===== config.mk =====
export PLATFORM = sky130hd
export DESIGN_NAME = cdc_fifo_gray_rd_ctrl
export DESIGN_NICKNAME = d
export VERILOG_FILES = /design/src/rtl/cdc_fifo_pkg.sv /design/src/rtl/binary_to_gray.sv /design/src/rtl/cdc_fifo_gray_rd_ctrl_gray_sync.sv /design/src/rtl/gray_to_binary.sv /design/src/rtl/cdc_fifo_gray_rd_ctrl.sv
export SDC_FILE = /design/constraint.sdc
export NUM_CORES = 1
export LEC_CHECK = 0
export ABC_AREA = 1
export CAP_MARGIN = 20
export CORE_MARGIN = 5
export CORE_UTILIZATION = 30
export CTS_BUF_LIST = sky130_fd_sc_hd__clkbuf_4 sky130_fd_sc_hd__clkbuf_8 sky130_fd_sc_hd__clkbuf_16
export CTS_CLUSTER_SIZE = 14
export DETAILED_ROUTE_END_ITERATION = 10
export PLACE_DENSITY = 0.61
export SYNTH_ARGS = -nofsm -noshare
export SYNTH_HDL_FRONTEND = slang
export SYNTH_SLANG_ARGS = --single-unit

===== constraint.sdc =====
create_clock -name clk_i -period 3.18 [get_ports clk_i]
set_input_delay 0.636 -clock clk_i [delete_from_list [all_inputs] [get_ports clk_i]]
set_output_delay 0.636 -clock clk_i [all_outputs]
set_load 0.01 [all_outputs]

===== src/rtl/cdc_fifo_pkg.sv =====
// Shared helpers for the dual-clock FIFO pointer controllers.
// Pointer width carries one extra wrap bit above the address.
package cdc_fifo_pkg;

  function automatic int ptr_width(input int log_depth);
    return log_depth + 1;
  endfunction

endpackage


===== src/rtl/binary_to_gray.sv =====
// Binary to reflected-Gray converter; purely combinational, no backpressure.
module binary_to_gray #(
  parameter int W = 4
) (
  input  logic [W-1:0] bin_i,
  output logic [W-1:0] gray_o
);

  assign gray_o = bin_i ^ (bin_i >> 1);

endmodule


===== src/rtl/cdc_fifo_gray_rd_ctrl_gray_sync.sv =====
// Reset-to-0 flop chain for a Gray pointer crossing into this clock; STAGES cycles latency.
// No logic between stages so each bit resolves metastability independently; no backpressure.
module gray_sync #(
  parameter int W      = 4,
  parameter int STAGES = 2
) (
  input  logic         clk_i,
  input  logic         rst_ni,
  input  logic [W-1:0] d_i,
  output logic [W-1:0] q_o
);

  logic [W-1:0] r_sync [STAGES];

  always_ff @(posedge clk_i or negedge rst_ni) begin
    if (!rst_ni) begin
      r_sync <= '{default: '0};
    end else begin
      r_sync[0] <= d_i;
      for (int i = 1; i < STAGES; i++) begin
        r_sync[i] <= r_sync[i-1];
      end
    end
  end

  assign q_o = r_sync[STAGES-1];

endmodule


===== src/rtl/gray_to_binary.sv =====
// Reflected-Gray to binary converter; purely combinational, no backpressure.
module gray_to_binary #(
  parameter int W = 4
) (
  input  logic [W-1:0] gray_i,
  output logic [W-1:0] bin_o
);

  always_comb begin
    bin_o = '0;
    bin_o[W-1] = gray_i[W-1];
    for (int i = W - 2; i >= 0; i--) begin
      bin_o[i] = bin_o[i+1] ^ gray_i[i];
    end
  end

endmodule


===== src/rtl/cdc_fifo_gray_rd_ctrl.sv =====
// Read-side pointer controller of a dual-clock FIFO; writes visible SYNC_STAGES cycles late, pops on valid&ready.
// Optional integrity checker on the synced write pointer enabled by CDC_FIFO_GRAY_CHECK_EN.
module cdc_fifo_gray_rd_ctrl
  import cdc_fifo_pkg::*;
#(
  parameter int LOG_DEPTH   = 3,
  parameter int SYNC_STAGES = 2
) (
  input  logic                              clk_i,
  input  logic                              rst_ni,
  input  logic [ptr_width(LOG_DEPTH)-1:0]   wptr_gray_async_i,
  output logic [ptr_width(LOG_DEPTH)-1:0]   rptr_gray_o,
  output logic [LOG_DEPTH-1:0]              rd_addr_o,
  output logic                              valid_o,
  input  logic                              ready_i,
  output logic [ptr_width(LOG_DEPTH)-1:0]   fill_o,
  output logic                              empty_o,
  output logic                              err_o
);

  localparam int PW = ptr_width(LOG_DEPTH);
  localparam logic [PW-1:0] DEPTH = PW'(2 ** LOG_DEPTH);

  logic [PW-1:0] w_wptr_gray_s;
  logic [PW-1:0] w_wptr_bin_s;
  logic [PW-1:0] r_rptr_bin;
  logic [PW-1:0] r_rptr_gray;
  logic [PW-1:0] w_rptr_bin_next;
  logic [PW-1:0] w_rptr_gray_next;
  logic          w_pop;

  gray_sync #(
    .W      (PW),
    .STAGES (SYNC_STAGES)
  ) u_wptr_sync (
    .clk_i  (clk_i),
    .rst_ni (rst_ni),
    .d_i    (wptr_gray_async_i),
    .q_o    (w_wptr_gray_s)
  );

  gray_to_binary #(.W(PW)) u_wptr_g2b (
    .gray_i (w_wptr_gray_s),
    .bin_o  (w_wptr_bin_s)
  );

  assign w_pop           = valid_o & ready_i;
  assign w_rptr_bin_next = r_rptr_bin + PW'(w_pop);

  binary_to_gray #(.W(PW)) u_rptr_b2g (
    .bin_i  (w_rptr_bin_next),
    .gray_o (w_rptr_gray_next)
  );

  // Gray copy is registered from the next-state value so the write domain never sees glitches.
  always_ff @(posedge clk_i or negedge rst_ni) begin
    if (!rst_ni) begin
      r_rptr_bin  <= '0;
      r_rptr_gray <= '0;
    end else begin
      r_rptr_bin  <= w_rptr_bin_next;
      r_rptr_gray <= w_rptr_gray_next;
    end
  end

  assign rptr_gray_o = r_rptr_gray;
  assign rd_addr_o   = r_rptr_bin[LOG_DEPTH-1:0];
  assign fill_o      = w_wptr_bin_s - r_rptr_bin;
  assign empty_o     = (fill_o == '0);
  assign valid_o     = ~empty_o;

`ifdef CDC_FIFO_GRAY_CHECK_EN
  logic [PW-1:0] r_wptr_gray_prev;
  logic          r_err;
  logic          w_err_det;

  assign w_err_det = ($countones(r_wptr_gray_prev ^ w_wptr_gray_s) > 1) || (fill_o > DEPTH);

  always_ff @(posedge clk_i or negedge rst_ni) begin
    if (!rst_ni) begin
      r_wptr_gray_prev <= '0;
      r_err            <= 1'b0;
    end else begin
      r_wptr_gray_prev <= w_wptr_gray_s;
      r_err            <= r_err | w_err_det;
    end
  end

  // Flag in the same cycle the bad value appears; the register keeps it sticky.
  assign err_o = r_err | w_err_det;
`else
  assign err_o = 1'b0;
`endif

endmodule

== After elaboration in Yosys (flattened, before gate mapping) ==
Cells that the tools add are included.

* Bits in registers: 16
* Bits of input ports: 7
* Output and inout bits: 14
* Word-level logic and storage cells: 13

* Add/sub/neg operators: 2
* Bitwise logic cells: 6
* Reduce and logical (&&, ||, !) cells: 1

{| class="wikitable"
|+ Operators with widths
! kind !! count
|-
| adder 4 x 1 -> 4 bit || 1
|-
| zero test 4 bit || 1
|-
| subtractor 4 bit || 1
|-
| XOR 4 x 3 -> 4 bit || 1
|-
| XOR 1 bit || 3
|-
| bitwise AND 1 bit || 1
|-
| NOT 1 bit || 1
|}

== Longest topological paths before layout ==
Gate-level depths: netlist of run 1.

* Word-level depth: 9
* Mapped depth: 20
* Mapped depth without buffers: 20

== Modules after synthesis ==
Synthesis of run 1 repeated with hierarchy kept, for this count alone.

* Cell total of the unflattened synthesis: 95
* Area total of the unflattened synthesis: 850.8 um2

{| class="wikitable"
|+ By module, submodules not included
! module !! times used !! cells an instance !! area an instance (um2) !! sequential area each (um2)
|-
| cdc_fifo_gray_rd_ctrl || 1 || 51 || 470.5 || 200.2
|-
| gray_sync || 1 || 12 || 230.2 || 200.2
|-
| gray_to_binary || 1 || 18 || 93.8 || 0.0
|-
| binary_to_gray || 1 || 14 || 56.3 || 0.0
|}

== Worst setup path after synthesis of run 1 ==
OpenSTA, ideal clock, no wires.

* Kind: flip-flop to flip-flop
* From: register u_wptr_sync.r_sync (netlist bit u_wptr_sync.q_o[3])
* To: register r_rptr_gray[0], in the netlist rptr_gray_o[0]
* Arrival: 2,529 ps
* Setup slack: 520 ps
* Stages on the path, launching flop included: 18
* Buffers on the path: 0
* Path through: dfrtp_1 > xor2_1 > nand2_1 > nand2_2 > nand2_2 > nand2_1 > inv_1 > ha_1 > fa_1 > nand2_1 > nand2_1 > nor2_1 > nand3_1 > nand2_1 > inv_1 > ha_1 > xor2_2 > xor2_1

* Longest elaborated chain between the ends: 9

{| class="wikitable"
|+ Ends and longest elaborated chain
! item !! line !! RTL
|-
| start, declared || cdc_fifo_gray_rd_ctrl_gray_sync.sv:13 || <nowiki>logic [W-1:0] r_sync [STAGES];</nowiki>
|-
| start signal, assigned by index || cdc_fifo_gray_rd_ctrl_gray_sync.sv:21 || <nowiki>r_sync[i] <= r_sync[i-1];</nowiki>
|-
| XOR 1 bit * || gray_to_binary.sv:13 || <nowiki>bin_o[i] = bin_o[i+1] ^ gray_i[i];</nowiki>
|-
| XOR 1 bit (2 in a row) || gray_to_binary.sv:13 ||
|-
| subtractor 4 bit * || cdc_fifo_gray_rd_ctrl.sv:68 || <nowiki>assign fill_o = w_wptr_bin_s - r_rptr_bin;</nowiki>
|-
| via fill_o[2] || cdc_fifo_gray_rd_ctrl.sv:16 || <nowiki>output logic [ptr_width(LOG_DEPTH)-1:0] fill_o,</nowiki>
|-
| zero test 4 bit * || cdc_fifo_gray_rd_ctrl.sv:69 || <nowiki>assign empty_o = (fill_o == '0);</nowiki>
|-
| NOT 1 bit * || cdc_fifo_gray_rd_ctrl.sv:70 || <nowiki>assign valid_o = ~empty_o;</nowiki>
|-
| via valid_o || cdc_fifo_gray_rd_ctrl.sv:14 || <nowiki>output logic valid_o,</nowiki>
|-
| bitwise AND 1 bit * || cdc_fifo_gray_rd_ctrl.sv:47 || <nowiki>assign w_pop = valid_o & ready_i;</nowiki>
|-
| adder 4 x 1 -> 4 bit * || cdc_fifo_gray_rd_ctrl.sv:48 || <nowiki>assign w_rptr_bin_next = r_rptr_bin + PW'(w_pop);</nowiki>
|-
| via u_rptr_b2g.bin_i[1] || binary_to_gray.sv:5 || <nowiki>input logic [W-1:0] bin_i,</nowiki>
|-
| XOR 4 x 3 -> 4 bit * || binary_to_gray.sv:9 || <nowiki>assign gray_o = bin_i ^ (bin_i >> 1);</nowiki>
|-
| via u_rptr_b2g.gray_o[0] || binary_to_gray.sv:6 || <nowiki>output logic [W-1:0] gray_o</nowiki>
|-
| end signal, assigned || cdc_fifo_gray_rd_ctrl.sv:62 || <nowiki>r_rptr_gray <= w_rptr_gray_next;</nowiki>
|-
| end, declared || cdc_fifo_gray_rd_ctrl.sv:27 || <nowiki>logic [PW-1:0] r_rptr_gray;</nowiki>
|}

The timed path passes the listed nets; every way through them passes the cells marked *.

== Final worst setup path of run 1 ==
* From: register u_wptr_sync.r_sync (netlist bit u_wptr_sync.q_o[3])
* To: output fill_o[3]

* Longest elaborated chain between the ends: 4

{| class="wikitable"
|+ Ends and longest elaborated chain
! item !! line
|-
| XOR 1 bit (3 in a row) || gray_to_binary.sv:13
|-
| subtractor 4 bit * || cdc_fifo_gray_rd_ctrl.sv:68
|-
| end, declared || cdc_fifo_gray_rd_ctrl.sv:16
|}

Mark *: on every way between the ends. The rest lies on a longest branch, timed or not.

==> results of run 1 <==
## cells in the mapped netlist
| cell type | count |
|---|---|
| a21oi_1 | 1 |
| xor2_2 | 1 |
| nand2_2 | 3 |
| nand3_1 | 4 |
| conb_1 | 1 |
| nand3b_1 | 1 |
| xor2_1 | 4 |
| nor2_1 | 1 |
| dfrtp_1 | 15 |
| xnor2_1 | 2 |
| inv_1 | 16 |
| fa_1 | 1 |
| ha_1 | 5 |
| nand2_1 | 16 |
| buf_4 | 1 |
## worst max path at each step
stage / endpoint / cells after the start / from / slack, ns
2_1_floorplan: rptr_gray_o[0]$_DFF_PN0_ / 17 / u_wptr_sync.q_o[3]$_DFF_PN0_ / 0.52
3_3_place_gp: empty_o / 13 / u_wptr_sync.q_o[3]$_DFF_PN0_ / 0.07
3_5_place_dp: empty_o / 13 / u_wptr_sync.q_o[3]$_DFF_PN0_ / 0.03
4_1_cts: empty_o / 13 / u_wptr_sync.q_o[2]$_DFF_PN0_ / 0.02
5_1_grt: empty_o / 13 / u_wptr_sync.q_o[3]$_DFF_PN0_ / -0.05
6_report: fill_o[3] / 8 / u_wptr_sync.q_o[3]$_DFF_PN0_ / 0.15
## cells in the final DEF (no fill, tap or decap), types with 2 or more instances in the layout
cell type and count:
clkbuf_4 3, xor2_1 3, xnor2_1 2, dfrtp_1 14, xor2_2 2, inv_1 16
ha_1 5, nand3_1 4, nand2_1 16, nand2_2 3, clkbuf_2 2, clkdlybuf4s50_1 15
buf_4 4
## logic make-up (layout without fill, tap and decap cells)
group                    Yosys count  count (layout)  synth area share
other                              1               1           0.00526
XOR/XNOR                           7               7            0.0965
AND/OR/NAND/NOR                   25              25             0.154
AO/OA/AOI/OAI                      1               1           0.00701
flip-flops                        15              15             0.526
buffers and inverters             17              43            0.0947
adder cells (fa/ha/maj)            6               6             0.116
## power by group through the flow
stage	clock network (mW)	registers [mW]	logic, mW
after detailed placement	0	0.296	0.540
after floorplan	0	0.312	0.261
after CTS	0.114	0.293	0.530
final	0.108	0.293	0.511
after global placement	0	0.295	0.534
after global routing	0.126	0.304	0.569
## worst register-to-register path, delay by kind of cell, from the launching register on
family	cells	cell delay, ns
xor gates and xnor gates	3	0.51
adders and majority gates	3	0.89
buffers and inverters	2	0.09
DFF	1	0.45
and+or+nand+nor	8	0.61
## through the flow
stage	setup slack, ns	instance area [µm²]	cells	TNS [ns]
after floorplan	0.520	713	72	0
after global placement	0.0670	946	120	0
after detailed placement	0.0257	946	120	0
after CTS	0.0205	987	126	0
after global routing	-0.0491	991	126	-0.0491
final	0.149	991	126	0
## layer usage
metal  share of wire  up-vias  wire, µm
met3           0.059        0        70
li1                -      261         -
met4               0        0         0
met2            0.52       13       617
met5               0        -         0
met1            0.42      230       501
## state kept, by name (all words and copies together), names as in the netlist
register	cells
r_rptr_bin	4
u_wptr_sync.q_o	4
u_wptr_sync.r_sync	4
rptr_gray_o	3
## final cells by class
type	count	area share
sequential	15	0.380
clock inverter	1	0.00758
clock buffer	3	0.0227
timing repair buffer	23	0.213
tap	28	0.0354
inverter	16	0.0606
multi-input combinational	40	0.280
## what timing repair did
item	4_1_cts	5_1_grt
buffers inserted	2	0
setup endpoints to repair	3	3
pin swaps	1	3
gates resized for setup	3	7
cloned	0	0
==> impl_metrics.ini, run 1 <==
[critical_path]
critical_path.cell_chain = xor2_2 > buf_4 > buf_4 > ha_1 > a21oi_1 > nand3_1 > nand2_1 > clkdlybuf4s50_1
r2r-end = rptr_gray_o[0]$_DFF_PN0_
critPathRequiredTime_ns = 2.54
crit_top_cell = buf_4
cp_top_family = buffers and inverters
cpMaxStageDelayCell = clkdlybuf4s50_1
critPathMaxStageDelay_ns = 0.53
worst_setup_path_class = register to output port
worstSetupEndpointType = output port
cp_data_arrival_time_ns = 2.40
setup.worst_path.start_class = register
timing.reg2reg.worst_path_depth = 16
timing.rr.start = u_wptr_sync.q_o[3]$_DFF_PN0_
max_fanout_on_critical_path = 4
path_buf_inv = 3
timing.reg2reg.setup_slack_ns = 0.51

[logic_synthesis]
ys_top_cells_by_area = dfrtp_1 53%, ha_1 8.8%, inv_1 8.4%
synthesis.area_per_instance_um2 = 9.91
netlist.top_cell.by_area = dfrtp_1
synthesis.instances = 72
yosysTopAreaCellShare = 0.526
ys.warnings.count = 0
part_of_the_yosys_area_used_for_sequential_elements = 0.526
syn_area_um2 = 713
synth_cell_type_count = 15
synth_nets = 85
yosys_register_bits = 15

[pwr]
netSwitchingFraction = 0.387
internal-power_mw = 0.559
pwr-share-seq = 0.321
worst_ir_drop_vdd_v = 0.000633
p_total_mw = 0.912
pwr-share-comb = 0.561
power.switching_mw = 0.353
power.share.clock = 0.118
p_leak_nw = 0.524
power.density_mw_per_mm2 = 920

[timing]
timing.slew.headroom = 0.579
timing.final.hold_violations = 0
setup_viol_count_final = 0
drv_slew = 0
layout_worst_path_cycle_share = 0.953
clock.fmax_ghz = 0.330
layout_min_cycle_time_ns = 3.03
worst_pin_slew_ns = 0.629
whs_ns = 0.356
final.setup_skew_ns = 0.00473
rsz_0062_raised_after_global_routing = true

[grt]
gr-usage-met1 = 0.0878
pin_count_of_the_biggest_net_entering_global_routing = 16
grt_use_met3 = 0.0285
grt_overflow_total = 0
first_global_vias = 504
grt_antenna_before_repair = 0
grt_util_all_layers = 0.0790
grt.busiest_layer = met2
grt_first_pass_wirelength_um = 2030
gr-usage-met2 = 0.128

[min_path]
min-delay-path-class = register to register
timing.hold.worst_endpoint = u_wptr_sync.q_o[2]$_DFF_PN0_
hold_start = u_wptr_sync.r_sync[6]$_DFF_PN0_
min_path_cells = 0

[cts]
cts-htree-levels = 1
clkLatencyLatePin_ns = 0.28
cts_root_buf = clkbuf_4
cts_buffers = 3
cts_tree = built
clkSinkCount = 15
cts_hold_repair.buffers = 0
clockBufferDepth = 2
clk_transition_reported_paths_ns = 0.09

[floorplan]
initial_core_utilization = 0.319
floorplan.rows = 17
design.core.area_mm2 = 0.00223
die_h_um = 58.8
dieWidth_um = 58.8
floorplan.die_area_mm2 = 0.00345
io-pin-count = 21

[layout]
finalCoreUtilization = 0.444
final_net_count = 112
register_area_um2 = 377
antenna_cells = 0
multi_input_area_um2 = 278
fillerInstances = 226
drive_above_1_share = 0.163
area.growth.synth_to_final_pct = 38.9

[drt]
detail_route.iter0.violations = 11
route.antenna.remaining_nets = 0
drcViolationCount = 0
route.final.wire_length_um = 1190
first_pass_iters = 2
vias = 504
wl_per_cell_um = 9.44
detail_route.vias_per_cell = 4.00

[run]
max_cap_viol_count = 0

[placement]
detailed_place_hpwl_um = 966
globalplace.congestion = 0.740
place.port_buffers = 19

[status]
outcome = finished, final reports clean
No activity file was read; power rests on OpenSTA's default activity.
==> run 2, diff against run 1 <==
Settings changed: SETUP_SLACK_MARGIN from default to 0.02.
==> run 2 against run 1 <==
- register-to-register slack about the same
- critical path depth is the same
- clock-buffer cell count did not move
- worst setup slack gained 0.0017 ns
- worst hold slack unchanged
- combinational power is 2% higher
- cell area grew 1.8%
- global-route usage did not move
- sequential share of layout area decreased by 0.66 points
- routed wire length rose by 1.9%
- sequential cell count stayed put
- critical path type unchanged
- critical endpoint unchanged
==> impl_metrics.ini, run 2 (same netlist as run 1, synthesis figures left out) <==
[status]
outcome = finished, final reports clean

[placement]
detailed_place_hpwl_um = 966
place.port_buffers = 19
dp_cells = 120
globalplace.congestion = 0.740

[floorplan]
dieWidth_um = 58.8
floorplan.rows = 17
design.core.area_mm2 = 0.00223
die_h_um = 58.8
floorplan.die_area_mm2 = 0.00345
initial_core_utilization = 0.319
io-pin-count = 21

[layout]
layout.cells.most_common_list = 15 x inv_1, 15 x nand2_1, 15 x clkdlybuf4s50_1, 14 x dfrtp_1
antenna_cells = 0
final_net_count = 112
drive_above_1_share = 0.204
area.growth.synth_to_final_pct = 41.4
number_of_non_filler_instances_in_the_completed_layout = 126

[drt]
route.antenna.remaining_nets = 0
maxUsedRoutingLayer = met3
met2RoutedLength_um = 633
route.final.wire_length_um = 1210
met3_wirelength_um = 70
vias = 506
wl_per_cell_um = 9.62
post_route_m1_wl_um = 508
drcViolationCount = 0
detail_route.iter0.violations = 10
first_pass_iters = 2
detail_route.vias_per_cell = 4.02

[pwr]
p_total_mw = 0.927
worst_ir_drop_vdd_v = 0.000637
p_leak_nw = 0.522
power.density_mw_per_mm2 = 919

[timing]
whs_ns = 0.356
layout_worst_path_cycle_share = 0.953
final.setup_skew_ns = 0.00473
clock.fmax_ghz = 0.330
timing.slew.headroom = 0.579
rsz_0062_raised_after_global_routing = true
drv_slew = 0
timing.final.hold_violations = 0
tns_ns = 0
setup_viol_count_final = 0
worst_pin_slew_ns = 0.629
layout_min_cycle_time_ns = 3.03

[grt]
pin_count_of_the_biggest_net_entering_global_routing = 16
grt_util_all_layers = 0.0790
first_global_vias = 504
grt_first_pass_wirelength_um = 2030
grt_antenna_before_repair = 0
grt_overflow_total = 0

[critical_path]
worstSetupEndpointType = output port
cp_data_arrival_time_ns = 2.39
timing.rr.start = u_wptr_sync.q_o[3]$_DFF_PN0_
timing.reg2reg.worst_path_depth = 16
r2r-end = rptr_gray_o[0]$_DFF_PN0_
max_fanout_on_critical_path = 4
setup.worst_path.start_class = register
timing.reg2reg.setup_slack_ns = 0.51
critPathRequiredTime_ns = 2.54
worst_setup_path_class = register to output port

[cts]
clkSinkCount = 15
cts_root_buf = clkbuf_4
clkLatencyLatePin_ns = 0.28
clockBufferDepth = 2
cts_hold_repair.buffers = 0
cts-htree-levels = 1
cts_tree = built
cts_buffers = 3
clk_transition_reported_paths_ns = 0.09

[run]
max_cap_viol_count = 0

[min_path]
min-delay-path-class = register to register
hold_start = u_wptr_sync.r_sync[6]$_DFF_PN0_
timing.hold.worst_endpoint = u_wptr_sync.q_o[2]$_DFF_PN0_
min_path_cells = 0
==> run 2: cell types whose count changed in the layout (fill, tap and decap cells not counted), sizes merged <==
cell	previous run	this run
buf	4	6
clkbuf	5	3
==> run 2: critical path: stages, from the launching register on <==
cell and delay (ns):
dfrtp_2 0.45, xor2_2 0.19, buf_4 0.13, buf_4 0.12, ha_1 0.31, a21oi_1 0.19, nand3_1 0.12, nand2_1 0.08
clkdlybuf4s50_1 0.53
==> run 2: power by group <==
group | leakage [nW] | switching [mW] | internal [mW]
clock network | 0.0139 | 0.0599 | 0.0477
registers | 0.173 | 0.0508 | 0.246
logic | 0.335 | 0.248 | 0.274
==> run 2: final cells by class <==
cell class	instances	area, µm²
fillers	227	1220
flip-flops and latches	15	377
multi-input cells	40	295
repair buffers	23	211
inverters	16	60.1
well taps	28	35.0
clock buffers	3	22.5
clock inverters	1	7.51
==> run 2: repair_timing <==
item	in CTS	in global routing
buffers inserted	2	0
setup endpoints to repair	3	3
hold endpoints to repair	0	0
pin swaps	1	7
resized for setup	3	14
==> run 2: through the flow <==
| stage | utilization | area [µm²] | setup WS (ns) |
|---|---|---|---|
| final | 0.452 | 1010 | 0.150 |
| after global routing | 0.452 | 1010 | -0.0259 |
| after CTS | 0.442 | 987 | 0.0205 |
| after detailed placement | 0.424 | 946 | 0.0257 |
| after global placement | 0.424 | 946 | 0.0670 |
| after floorplan | - | 713 | 0.520 |
==> run 2: worst max path at each step <==
stage / to / slack [ns] / startpoint
5_1_grt: empty_o / -0.03 / u_wptr_sync.q_o[3]$_DFF_PN0_
2_1_floorplan: rptr_gray_o[0]$_DFF_PN0_ / 0.52 / u_wptr_sync.q_o[3]$_DFF_PN0_
6_report: fill_o[3] / 0.15 / u_wptr_sync.q_o[3]$_DFF_PN0_
4_1_cts: empty_o / 0.02 / u_wptr_sync.q_o[2]$_DFF_PN0_
3_5_place_dp: empty_o / 0.03 / u_wptr_sync.q_o[3]$_DFF_PN0_
3_3_place_gp: empty_o / 0.07 / u_wptr_sync.q_o[3]$_DFF_PN0_
==> run 2: metal layers <==
metal  up-vias  global-route usage
met1       233              0.0878
met3         0              0.0285
met4         0              0.0485
met5         -                   0
li1        260                   -
met2        13               0.128
==> run 3, diff against run 2 <==
Settings changed: SLEW_MARGIN from default to 20.
==> results of run 3 <==
Final layout, timing and power as in run 2 (identical DEF).
